## config.mk

```make
export PLATFORM = sky130hd
export DESIGN_NAME = clk_div_ctrl
export DESIGN_NICKNAME = d
export VERILOG_FILES = /design/src/rtl/clk_div_ctrl.sv
export SDC_FILE = /design/constraint.sdc
export NUM_CORES = 1
export LEC_CHECK = 0
export ABC_AREA = 1
export CAP_MARGIN = 20
export CORE_ASPECT_RATIO = 0.8
export CORE_MARGIN = 2
export CORE_UTILIZATION = 35
export CTS_CLUSTER_SIZE = 20
export DETAILED_ROUTE_END_ITERATION = 10
export PLACE_DENSITY_LB_ADDON = 0.3
export REMOVE_ABC_BUFFERS = 1
export SLEW_MARGIN = 20
export SYNTH_ARGS = -nofsm -noshare
export SYNTH_HDL_FRONTEND = slang
export SYNTH_SLANG_ARGS = --single-unit
export TNS_END_PERCENT = 5
```

## constraint.sdc

```tcl
create_clock -name sys_clk -period 3.15 [get_ports sys_clk]
set_input_delay 0.63 -clock sys_clk [delete_from_list [all_inputs] [get_ports sys_clk]]
set_output_delay 0.63 -clock sys_clk [all_outputs]
set_load 0.01 [all_outputs]
```

## src/rtl/clk_div_ctrl.sv

```systemverilog
// clk_div_ctrl: runtime-reconfigurable clock divider with glitch-free
// start/stop and divisor updates that take effect only at period boundaries.
module clk_div_ctrl #(
  parameter int unsigned W           = 16,
  parameter int unsigned DEFAULT_DIV = 19
) (
  input  logic         sys_clk,
  input  logic         sys_rst_n,
  input  logic         start,
  input  logic         stop,
  input  logic         cfg_valid,
  input  logic [W-1:0] cfg_div,
  output logic         cfg_ready,
  output logic         cfg_err,
  output logic         clk_out,
  output logic         period_tick,
  output logic [W-1:0] div_active,
  output logic         busy
);

  typedef enum logic [1:0] {
    IDLE     = 2'd0,
    RUN      = 2'd1,
    STOPPING = 2'd2
  } state_t;

  localparam logic [W-1:0] DivReset = W'(DEFAULT_DIV);

  state_t       state_q, state_d;
  logic [W-1:0] cnt_q, cnt_d;
  logic [W-1:0] divActive_q, divActive_d;
  logic [W-1:0] pendDiv_q, pendDiv_d;
  logic         pendVld_q, pendVld_d;
  logic         clkOut_q, clkOut_d;
  logic         cfgErr_q, cfgErr_d;

  logic running;
  logic wrap;
  logic goReq;
  logic haltReq;
  logic accept;

  // start and stop raised together cancel each other out
  assign running = (state_q != IDLE);
  assign wrap    = running && (cnt_q == divActive_q);
  assign goReq   = start && !stop;
  assign haltReq = stop && !start;
  assign accept  = cfg_valid && !pendVld_q;

  // Next-state, counter and divisor bookkeeping
  always_comb begin
    state_d     = state_q;
    cnt_d       = cnt_q;
    divActive_d = divActive_q;
    pendDiv_d   = pendDiv_q;
    pendVld_d   = pendVld_q;
    cfgErr_d    = 1'b0;

    case (state_q)
      IDLE: begin
        cnt_d = '0;
        if (goReq) begin
          state_d = RUN;
        end
      end
      RUN: begin
        cnt_d = wrap ? '0 : cnt_q + W'(1);
        if (haltReq) begin
          state_d = STOPPING;
        end
      end
      STOPPING: begin
        cnt_d = wrap ? '0 : cnt_q + W'(1);
        if (goReq) begin
          state_d = RUN;
        end else if (wrap) begin
          state_d = IDLE;
          cnt_d   = '0;
        end
      end
      default: begin
        state_d = IDLE;
        cnt_d   = '0;
      end
    endcase

    // A held pending divisor becomes active at the boundary, including the
    // final boundary of a stop sequence.
    if (wrap && pendVld_q) begin
      divActive_d = pendDiv_q;
      pendVld_d   = 1'b0;
    end

    // An accept cannot coincide with a pending apply because ready is low
    // whenever a value is pending.
    if (accept) begin
      if (cfg_div == '0) begin
        cfgErr_d = 1'b1;
      end else if (state_q == IDLE) begin
        divActive_d = cfg_div;
      end else begin
        pendDiv_d = cfg_div;
        pendVld_d = 1'b1;
      end
    end

    clkOut_d = (state_d != IDLE) && (cnt_d <= (divActive_d >> 1));
  end

  // State and datapath registers with asynchronous reset
  always_ff @(posedge sys_clk or negedge sys_rst_n) begin
    if (!sys_rst_n) begin
      state_q     <= IDLE;
      cnt_q       <= '0;
      divActive_q <= DivReset;
      pendDiv_q   <= '0;
      pendVld_q   <= 1'b0;
      clkOut_q    <= 1'b0;
      cfgErr_q    <= 1'b0;
    end else begin
      state_q     <= state_d;
      cnt_q       <= cnt_d;
      divActive_q <= divActive_d;
      pendDiv_q   <= pendDiv_d;
      pendVld_q   <= pendVld_d;
      clkOut_q    <= clkOut_d;
      cfgErr_q    <= cfgErr_d;
    end
  end

  assign clk_out     = clkOut_q;
  assign period_tick = wrap;
  assign cfg_ready   = !pendVld_q;
  assign cfg_err     = cfgErr_q;
  assign div_active  = divActive_q;
  assign busy        = running;

endmodule

```

==> impl_metrics.py <==
metrics = {
    "power_and_ir_drop": {
        "vdd_ir_drop_max_mv": 0.212,
        "clkPwrFrac": 0.371,
        "switching_share": 0.270,
        "finalPower_mw": 1.74,
        "p_leak_nw": 2.19,
        "cellPowerDensity_mw_per_mm2": 395,
        "seqPwrFrac": 0.412,
        "switchingPower_uw": 470,
        "internal_power_mw": 1.27,
        "power_frac_comb": 0.217,
    },
    "place": {
        "hpwl_mm": 6.84,
        "place_inst": 624,
        "gp_congestion": 0.869,
        "dp_slack_ps": -356,
        "port_buffers": 41,
    },
    "global_route": {
        "first_global_vias": 2934,
        "antenna_found_initial": 0,
        "track_usage": 0.178,
        "grt_max_degree": 34,
        "overflow": 0,
        "grt_pass1_wl_mm": 14.7,
    },
    "routing": {
        "dr.first_iter.drc_count": 151,
        "firstDrtPassIters": 4,
        "drcViolationCount": 0,
        "vias": 3015,
        "viasPerCell": 4.70,
        "drtAntennaViolNets": 0,
        "routed_wl_mm": 8.66,
        "post_drt_wl_per_cell_um": 13.5,
    },
    "synthesis": {
        "syn_inst": 433,
        "ys_warn_count": 0,
        "ys.flop_type": "dfrtp_1",
        "synthXorXnorAreaFrac": 0.0159,
        "synth_mux_area_frac": 0.0171,
        "synth_top_cell_area_share": 0.380,
        "yosys.area_share.simple": 0.269,
        "mappedNetlistArea_sq_mm": 0.00330,
        "synth-seq-area-share": 0.404,
        "synth_edf_count": 0,
        "yosys.area_share.adder": 0.0759,
        "synth_top_family_by_area": "simple AND/OR/NAND/NOR gates",
        "synth_seq_cells": 53,
        "synthArstFlopShare": 1.00,
        "synth_compound_area_frac": 0.111,
        "ys_types": 36,
        "syn_area_per_cell_sq_um": 7.61,
        "synth_area_leaders": "dfrtp_1, nand2_1, ha_1",
        "yosys.area.top_type": "dfrtp_1",
    },
    "clock_network": {
        "cts_buffer_depth": 2,
        "root_buffer": "clkbuf_16",
        "cts_tree": "done",
        "htreeDepth": 2,
        "clkTransAtPathRegs_ps": 70,
        "holdBufCountCts": 0,
        "cts-buffers-inserted": 5,
        "cts_num_sinks": 53,
        "insertion_delay_ps": 290,
    },
    "worst_setup_path": {
        "startpoint": "div_active[0]$_DFF_PN1_",
        "arrival_ps": 3410,
        "reg2reg_depth": 28,
        "critPathLaunchType": "register",
        "criticalPathCategory": "reg -> reg",
        "endpoint_kind": "register",
        "cp_common_cell": "nand2_1",
        "r2r_end": "clk_out$_DFF_PN0_",
        "crit_path_top_delay_cell": "dfstp_2",
        "cp_data_required_time_ps": 3320,
        "cp_max_fo": 6,
        "slowest_delay_ps": 560,
        "crit_end": "clk_out$_DFF_PN0_",
        "reg2reg_from": "div_active[0]$_DFF_PN1_",
        "reg2reg_setup_slack_ps": -90,
    },
    "die": {
        "dieArea_sq_mm": 0.0102,
        "floorplan.initialDensity": 0.362,
        "die_h_um": 90.8,
        "chipWidth_um": 112,
        "row_count": 31,
        "ioPinCount": 42,
        "coreArea_sq_mm": 0.00911,
    },
    "finish": {
        "final_cells": 641,
        "multi_input_area_sq_mm": 0.00165,
        "antenna_cells": 0,
        "drive_gt1_frac": 0.234,
        "nets": 566,
        "nFillCells": 846,
        "seq_area_sq_mm": 0.00133,
        "area.growth.synth_to_final_pct": 33.9,
    },
    "flow_run": {
        "maxCapViolations": 0,
    },
    "timing": {
        "hold_viol_final": 0,
        "clock_skew_ps": 8.12,
        "rsz0062_at_grt": "true",
        "setup_tns_ps": -90.1,
        "period_share": 1.03,
        "slew_headroom": 0.499,
        "setup_viol": 1,
        "fmax_mhz": 309,
        "slew_viol_final": 0,
        "max_slew.worst_pin.slew_ps": 751,
        "period_minus_slack_ps": 3240,
        "worst_slack_ps": -90.1,
    },
    "min_path": {
        "min_path_type": "in -> async",
    },
    "run_status": {
        "violations": "setup timing",
        "status": "finished, violations left",
    },
}
-- logic make-up (layout without fill, tap and decap cells) --
logic type,count (synthesis),after routing
compound gates,58,58
xor+xnor,6,6
fa+ha+maj,20,20
buf+inv,84,177
flops,53,53
mux,5,5
simple gates,207,207
-- power by group through the flow --
| stage | logic, mW | registers [mW] | clock network [mW] |
|---|---|---|---|
| final | 0.379 | 0.718 | 0.646 |
| after global routing | 0.426 | 0.722 | 0.686 |
| after CTS | 0.364 | 0.720 | 0.655 |
| after detailed placement | 0.360 | 0.733 | 0 |
| after global placement | 0.354 | 0.731 | 0 |
| after floorplan | 0.166 | 0.736 | 0 |
-- critical path: cells and delay by family (launching register included) --
kind | cells | cell delay, ps
and+or+nand+nor | 20 | 1580
DFF | 1 | 560
buffers and inverters | 4 | 440
adders and majority gates | 1 | 290
AOI/OAI and AO/OA | 3 | 250
-- cell type report --
cell class | instances | share of cell area
multi-input cells | 296 | 0.374
flip-flops and latches | 53 | 0.301
repair buffers | 94 | 0.187
inverters | 75 | 0.0647
well taps | 115 | 0.0326
clock buffers | 6 | 0.0315
clock inverters | 2 | 0.00851
-- registers in the layout, summed over array words and instances, names as in the netlist --
register    count
state_q         2
pendVld_q       1
cfg_err         1
pendDiv_q      16
div_active     16
clk_out         1
cnt_q          16
-- metrics by stage --
| stage | hold WS (ps) | utilization | instance area, sq um |
|---|---|---|---|
| 6_report | 406 | 0.484 | 4410 |
| 5_1_grt | 466 | 0.484 | 4410 |
| 4_1_cts | 434 | 0.477 | 4350 |
| 3_5_place_dp | 478 | 0.451 | 4120 |
| 3_3_place_gp | 470 | 0.451 | 4120 |
| 2_1_floorplan | 334 | - | 3220 |
-- worst min path at each step --
stage	to	from	slack [ps]
after floorplan	cfg_err$_DFF_PN0_	sys_rst_n	330
after global placement	pendDiv_q[4]$_DFFE_PN0P_	pendDiv_q[4]$_DFFE_PN0P_	470
after detailed placement	pendDiv_q[7]$_DFFE_PN0P_	pendDiv_q[7]$_DFFE_PN0P_	480
after CTS	pendDiv_q[3]$_DFFE_PN0P_	sys_rst_n	430
after global routing	pendDiv_q[1]$_DFFE_PN0P_	sys_rst_n	470
final	pendDiv_q[2]$_DFFE_PN0P_	sys_rst_n	410
-- layer usage --
metal / routed length, um / global-route usage
met1: 4350 / 0.260
met3: 251 / 0.0201
met2: 3960 / 0.285
met4: 102 / 0.0356
met5: 0 / 0
-- cell usage in the layout, fill, tap and decap left out, types with 3 or more instances in the layout --
master and n:
o21ai_0 22, nand3_1 15, nor2_2 14, inv_2 13, buf_4 49, nor3_1 6
nand4_1 4, a21oi_1 10, clkdlybuf4s50_1 40, nor2_1 46, ha_1 20, inv_1 61
xnor2_1 5, nand3_2 4, clkbuf_16 5, nand2_1 107, dfstp_2 3, mux2_2 5
nand2_2 6, o21bai_1 5, o21ai_2 11, dfrtp_1 50, buf_6 3
-- cells in the mapped netlist, drive strengths merged, types with 6 or more instances --
cell / count
nor2: 61
dfrtp: 50
o21ai: 35
buf: 7
nor3: 6
inv: 75
ha: 20
a21oi: 10
nand2: 113
nand3: 19
-- repair_timing --
item                                    4_1_cts  5_1_grt
cloned                                        0        0
resized for setup                             5       11
setup buffers                                 5        4
endpoints found under the setup margin        1        1
pin swaps                                     3       14
Power figures use the tool's default switching activity.
